`config.mk`:
```
export PLATFORM = sky130hd
export DESIGN_NAME = stage_sequencer
export DESIGN_NICKNAME = d
export VERILOG_FILES = /design/src/rtl/stage_sequencer.sv
export SDC_FILE = /design/constraint.sdc
export NUM_CORES = 1
export LEC_CHECK = 0
export CELL_PAD_IN_SITES_DETAIL_PLACEMENT = 1
export CELL_PAD_IN_SITES_GLOBAL_PLACEMENT = 1
export CORE_MARGIN = 5
export CORE_UTILIZATION = 38
export DETAILED_ROUTE_END_ITERATION = 8
export PLACE_DENSITY_LB_ADDON = 0.2
export REMOVE_ABC_BUFFERS = 1
export SYNTH_ARGS = -nofsm -noshare
export SYNTH_HDL_FRONTEND = slang
export SYNTH_SLANG_ARGS = --single-unit
```
`constraint.sdc`:
```
create_clock -name clk -period 2.59 [get_ports clk]
set_clock_uncertainty 0.05 [all_clocks]
set_input_delay 0.777 -clock clk [delete_from_list [all_inputs] [get_ports clk]]
set_output_delay 0.777 -clock clk [all_outputs]
set_load 0.01 [all_outputs]
```
`src/rtl/stage_sequencer.sv`:
```
// Multi-cycle instruction sequencer: walks a one-hot stage enable through NUM_STAGES stages per
// instruction, with per-stage ready handshake, stall, halt, single-step, watchdog and retire count.
module stage_sequencer #(
    parameter int unsigned NUM_STAGES = 4,
    parameter int unsigned MAX_WAIT   = 15,
    parameter int unsigned CNT_W      = 16,
    localparam int unsigned IdxW      = $clog2(NUM_STAGES)
) (
    input  logic                  clk,
    input  logic                  reset,
    input  logic                  start,
    input  logic                  stall,
    input  logic [NUM_STAGES-1:0] stage_ready,
    input  logic                  halt_req,
    input  logic                  step_mode,
    input  logic                  step,
    output logic                  en_PM,
    output logic [NUM_STAGES-1:0] en_stage,
    output logic [IdxW-1:0]       stage_idx,
    output logic                  busy,
    output logic                  halted,
    output logic                  err,
    output logic [CNT_W-1:0]      retire_cnt
);

    localparam int unsigned WaitW = (MAX_WAIT > 1) ? $clog2(MAX_WAIT + 1) : 1;
    localparam logic [IdxW-1:0] LastIdx = IdxW'(NUM_STAGES - 1);
    localparam logic [WaitW-1:0] WaitLast = WaitW'((MAX_WAIT == 0) ? 0 : MAX_WAIT - 1);
    localparam logic [NUM_STAGES-1:0] StageOne = NUM_STAGES'(1);

    typedef enum logic [2:0] {
        StIdle,
        StRun,
        StWaitStep,
        StHalted,
        StError
    } state_e;

    state_e            state_q, state_d;
    logic [IdxW-1:0]   idx_d;
    logic [WaitW-1:0]  wait_q, wait_d;
    logic              halt_pend_q, halt_pend_d;
    logic [CNT_W-1:0]  retire_d;

    always_comb begin
        state_d     = state_q;
        idx_d       = stage_idx;
        wait_d      = wait_q;
        halt_pend_d = halt_pend_q;
        retire_d    = retire_cnt;
        unique case (state_q)
            StIdle, StHalted: begin
                if (start) begin
                    state_d = StRun;
                    idx_d   = '0;
                end
            end
            StRun: begin
                if (stall) begin
                    // A halt request is remembered even while frozen so the pulse is not lost.
                    halt_pend_d = halt_pend_q | halt_req;
                end else if (stage_ready[stage_idx]) begin
                    wait_d = '0;
                    if (stage_idx == LastIdx) begin
                        retire_d = retire_cnt + 1'b1;
                        idx_d    = '0;
                        if (halt_pend_q || halt_req) begin
                            state_d     = StHalted;
                            halt_pend_d = 1'b0;
                        end else if (step_mode) begin
                            state_d = StWaitStep;
                        end
                    end else begin
                        idx_d       = stage_idx + 1'b1;
                        halt_pend_d = halt_pend_q | halt_req;
                    end
                end else begin
                    wait_d      = wait_q + 1'b1;
                    halt_pend_d = halt_pend_q | halt_req;
                    if (MAX_WAIT != 0 && wait_q == WaitLast) begin
                        state_d = StError;
                    end
                end
            end
            StWaitStep: begin
                if (halt_req) begin
                    state_d = StHalted;
                end else if (step || !step_mode) begin
                    state_d = StRun;
                    idx_d   = '0;
                end
            end
            StError: ;
            default: state_d = StError;
        endcase
    end

    // Outputs are registered from the next-state values so they track the state registers exactly.
    always_ff @(posedge clk) begin
        if (reset) begin
            state_q     <= StIdle;
            stage_idx   <= '0;
            wait_q      <= '0;
            halt_pend_q <= 1'b0;
            retire_cnt  <= '0;
            en_PM       <= 1'b1;
            en_stage    <= '0;
            busy        <= 1'b0;
            halted      <= 1'b0;
            err         <= 1'b0;
        end else begin
            state_q     <= state_d;
            stage_idx   <= idx_d;
            wait_q      <= wait_d;
            halt_pend_q <= halt_pend_d;
            retire_cnt  <= retire_d;
            en_PM       <= (state_d == StIdle) || (state_d == StWaitStep) ||
                           ((state_d == StRun) && (idx_d == LastIdx));
            en_stage    <= (state_d == StRun) ? (StageOne << idx_d) : '0;
            busy        <= (state_d == StRun);
            halted      <= (state_d == StHalted);
            err         <= (state_d == StError);
        end
    end

endmodule

```
==> results_dict.tcl, run 1 <==
set metrics [dict create \
    fillCellCount 514 \
    postCtsSetupBuffers 0 \
    ys.flop_type "dfxtp_1" \
    drc 0 \
    path_max_fanout 7 \
    drt_pass1_iterations 4 \
    pre_cts_ws_ns -0.167 \
    postRouteAntennaNets 0 \
    die_area_um2 5920 \
    ir_worst_vdd_uv 291 \
    clk_latency_ns 0.29 \
    r2r_slack_ns 0.50 \
    slew_viol_final 0 \
    synth_area_um2 1700 \
    critical_path_class "in2reg" \
    grt_pass1_vias 1672 \
    leakagePower_nw 0.855 \
    grt_max_degree 21 \
    crit_path_end "en_stage[0]" \
    clk_path_buf_depth 2 \
    synth-seq-cells 34 \
    fin_crit_ns 2.47 \
    r2r-start "stage_idx[0]" \
    synth_edf_count 0 \
    hold_start "wait_q[3]" \
    required_ns 2.74 \
    via_per_inst 5.40 \
    max_freq_mhz 404 \
    clkSlewWorstSetupHoldPaths_ns 0.07 \
    diodes 0 \
    reg2reg_to "en_stage[0]" \
    portBuffers 36 \
    postSynthCellCount 182 \
    post_cts_resized 0 \
    antenna_found_initial 0 \
    stdcell_count 288 \
    drive_above_1_share_pct 18.6 \
    cts_sinks 34 \
    core_um2 4350 \
    gr-usage-all-layers_pct 16.8 \
    wire_per_inst_um 16.8 \
    synth_seq_area_share_pct 40.0 \
    overflow 0 \
    htreeDepth 2 \
    reg2reg_depth 5 \
    wl_mm 4.84 \
    worstSetupStartpoint "stage_ready[3]" \
    worst_slack_ns 0.117 \
    slowest_delay_ns 0.60 \
    cts_buffers 5 \
    slew_headroom_pct 63.4 \
    arrival_ns 2.63 \
    syn2layout_area_growth_pct 35.8 \
    cts_hold_buf 0 \
    num-nets-final 250 \
    initial_core_util_pct 39.1 \
    setup_viol_count_final 0 \
    grt_pass1_wl_mm 8.14 \
    maxCapViolCount 0 \
    gp_congestion 0.814 \
    hold_viol 0 \
    cts_tree "built" \
    drt_iter0_drc 54 \
    fp.dieH_um 76.9 \
    vias 1556 \
    final.period_utilization_pct 95.5 \
    ys_warn_count 0 \
    slowest_stage "mux4_2" \
    synth_area_per_cell_um2 9.36 \
    cts_root_buf "clkbuf_8" \
    p_per_area_nw_per_um2 466 \
    whs_path_depth 2 \
    crit_path_cell_trace "clkdlybuf4s50_1 -> mux4_2 -> and2_4 -> nor2b_1 -> o22ai_2 -> nor3b_1" \
    tightest_slew_ns 0.547 \
    min_path_type "reg2reg" \
    dp.cells 280 \
    async_reset_ff_share_pct 0 \
    fp.dieW_um 76.9 \
    rsz0062_at_grt "no" \
    io_pins 37 \
    synth.distinct_cells 50 \
    start_kind "input pin" \
    status "finished clean" \
    end_kind "flop" \
    hpwl_mm 3.80 \
    num_rows 24 \
]
## sequential cells by signal, summed over array words and instances (netlist names)
signal and count:
state_q 3, busy 1, retire_cnt 16, halt_pend_q 1, err 1, en_PM 1
stage_idx 2, wait_q 4, en_stage 4, halted 1
## how the worst min path moves through the flow
stage	to	slack [ns]
after floorplan	wait_q[2]	0.41
after global routing	wait_q[2]	0.53
after global placement	wait_q[3]	0.44
after detailed placement	wait_q[3]	0.48
after CTS	wait_q[3]	0.48
final	wait_q[3]	0.48
## worst max-delay path, delay by kind of cell
family	cells	cell delay [ns]
AO/OA/AOI/OAI	1	0.25
buffers and inverters	1	0.43
multiplexers	1	0.60
AND/OR/NAND/NOR	3	0.57
## stage by stage
| stage | power, W | setup TNS (ns) | instance area [um^2] | hold slack [ns] | util (%) |
|---|---|---|---|---|---|
| after global placement | 0.000670 | -0.856 | 2210 | 0.443 | 50.8 |
| after floorplan | 0.000609 | 0 | 1660 | 0.406 | - |
| after global routing | 0.00113 | 0 | 2310 | 0.528 | 53.1 |
| final | 0.00108 | 0 | 2310 | 0.479 | 53.1 |
| after CTS | 0.00109 | 0 | 2310 | 0.484 | 53.0 |
| after detailed placement | 0.000678 | -1.87 | 2210 | 0.477 | 50.8 |
## where the power goes
part	total [W]	switching [W]	internal [W]
Combinational	0.000126	0.0000596	0.0000662
Clock	0.000412	0.000199	0.000214
Sequential	0.000540	0.00000835	0.000532
Total	0.00108	0.000267	0.000812
## area by class of cell
class | instances | area [um^2] | area share, %
inverter | 7 | 26.3 | 1.14
clock inverter | 2 | 12.5 | 0.541
multi-input combinational | 134 | 957 | 41.4
tap | 52 | 65.1 | 2.81
clock buffer | 6 | 82.6 | 3.57
timing repair buffer | 53 | 488 | 21.1
sequential | 34 | 681 | 29.4
## synth_stat cells (2+ instances only)
cell type | number | area (um^2)
dfxtp_1 | 34 | 681
nor2_1 | 24 | 90.1
nor3_1 | 12 | 60.1
nand2_1 | 10 | 37.5
xnor2_1 | 10 | 87.6
a21oi_1 | 8 | 40.0
inv_1 | 7 | 26.3
nand3_1 | 6 | 30.0
ha_1 | 4 | 50.1
nand4_1 | 4 | 25.0
nor3b_1 | 4 | 30.0
xor2_1 | 4 | 35.0
nor2b_1 | 3 | 18.8
o21ai_0 | 3 | 15.0
a211oi_1 | 2 | 15.0
a221o_1 | 2 | 20.0
a221oi_2 | 2 | 30.0
and2_4 | 2 | 17.5
and4_1 | 2 | 17.5
buf_2 | 2 | 10.0
buf_4 | 2 | 15.0
clkbuf_1 | 2 | 7.51
mux2_2 | 2 | 22.5
nand2b_1 | 2 | 12.5
nand3b_1 | 2 | 15.0
or3_1 | 2 | 12.5
or3b_2 | 2 | 17.5
## logic make-up (layout without fill, tap and decap cells)
logic type                 Yosys count  in the layout  synth area share [%]
and+or+nand+nor                     88             88                  30.5
DFF                                 34             34                  40.0
AOI/OAI and AO/OA                   25             25                  12.6
xor gates and xnor gates            14             14                  7.20
buffers and inverters               14             68                  4.11
adders and majority gates            4              4                  2.94
muxes                                3              3                  2.64
## per-layer routing
metal | vias up | GRT usage [%] | wire, um
li1 | 757 | - | -
met1 | 768 | 19.1 | 2010
met2 | 27 | 31.2 | 2620
met3 | 4 | 3.86 | 168
met4 | 0 | 4.37 | 40
met5 | - | 0 | 0
## cells in the final DEF, fill, tap and decap left out, drive strengths merged, types with 5 or more instances in the layout
master,netlist,final
nand2,10,10
nand3,7,7
nor2,24,24
nor3,12,12
nor2b,5,5
clkdlybuf4s50,0,36
clkbuf,2,6
inv,7,7
dfxtp,34,34
a21oi,8,8
buf,5,17
xnor2,10,10
Power figures use the tool's default switching activity.
==> run 2, diff against run 1 <==
==> constraint.sdc (replaced) <==
create_clock -name clk -period 2.59 [get_ports clk]
set_clock_uncertainty 0.05 [all_clocks]
set_input_delay 0.777 -clock clk [delete_from_list [all_inputs] [get_ports clk]]
set_output_delay 0.777 -clock clk [all_outputs]
set_load 0.02 [all_outputs]
==> results of run 2 <==
Same layout as run 1 (identical final DEF). Status: finished clean.
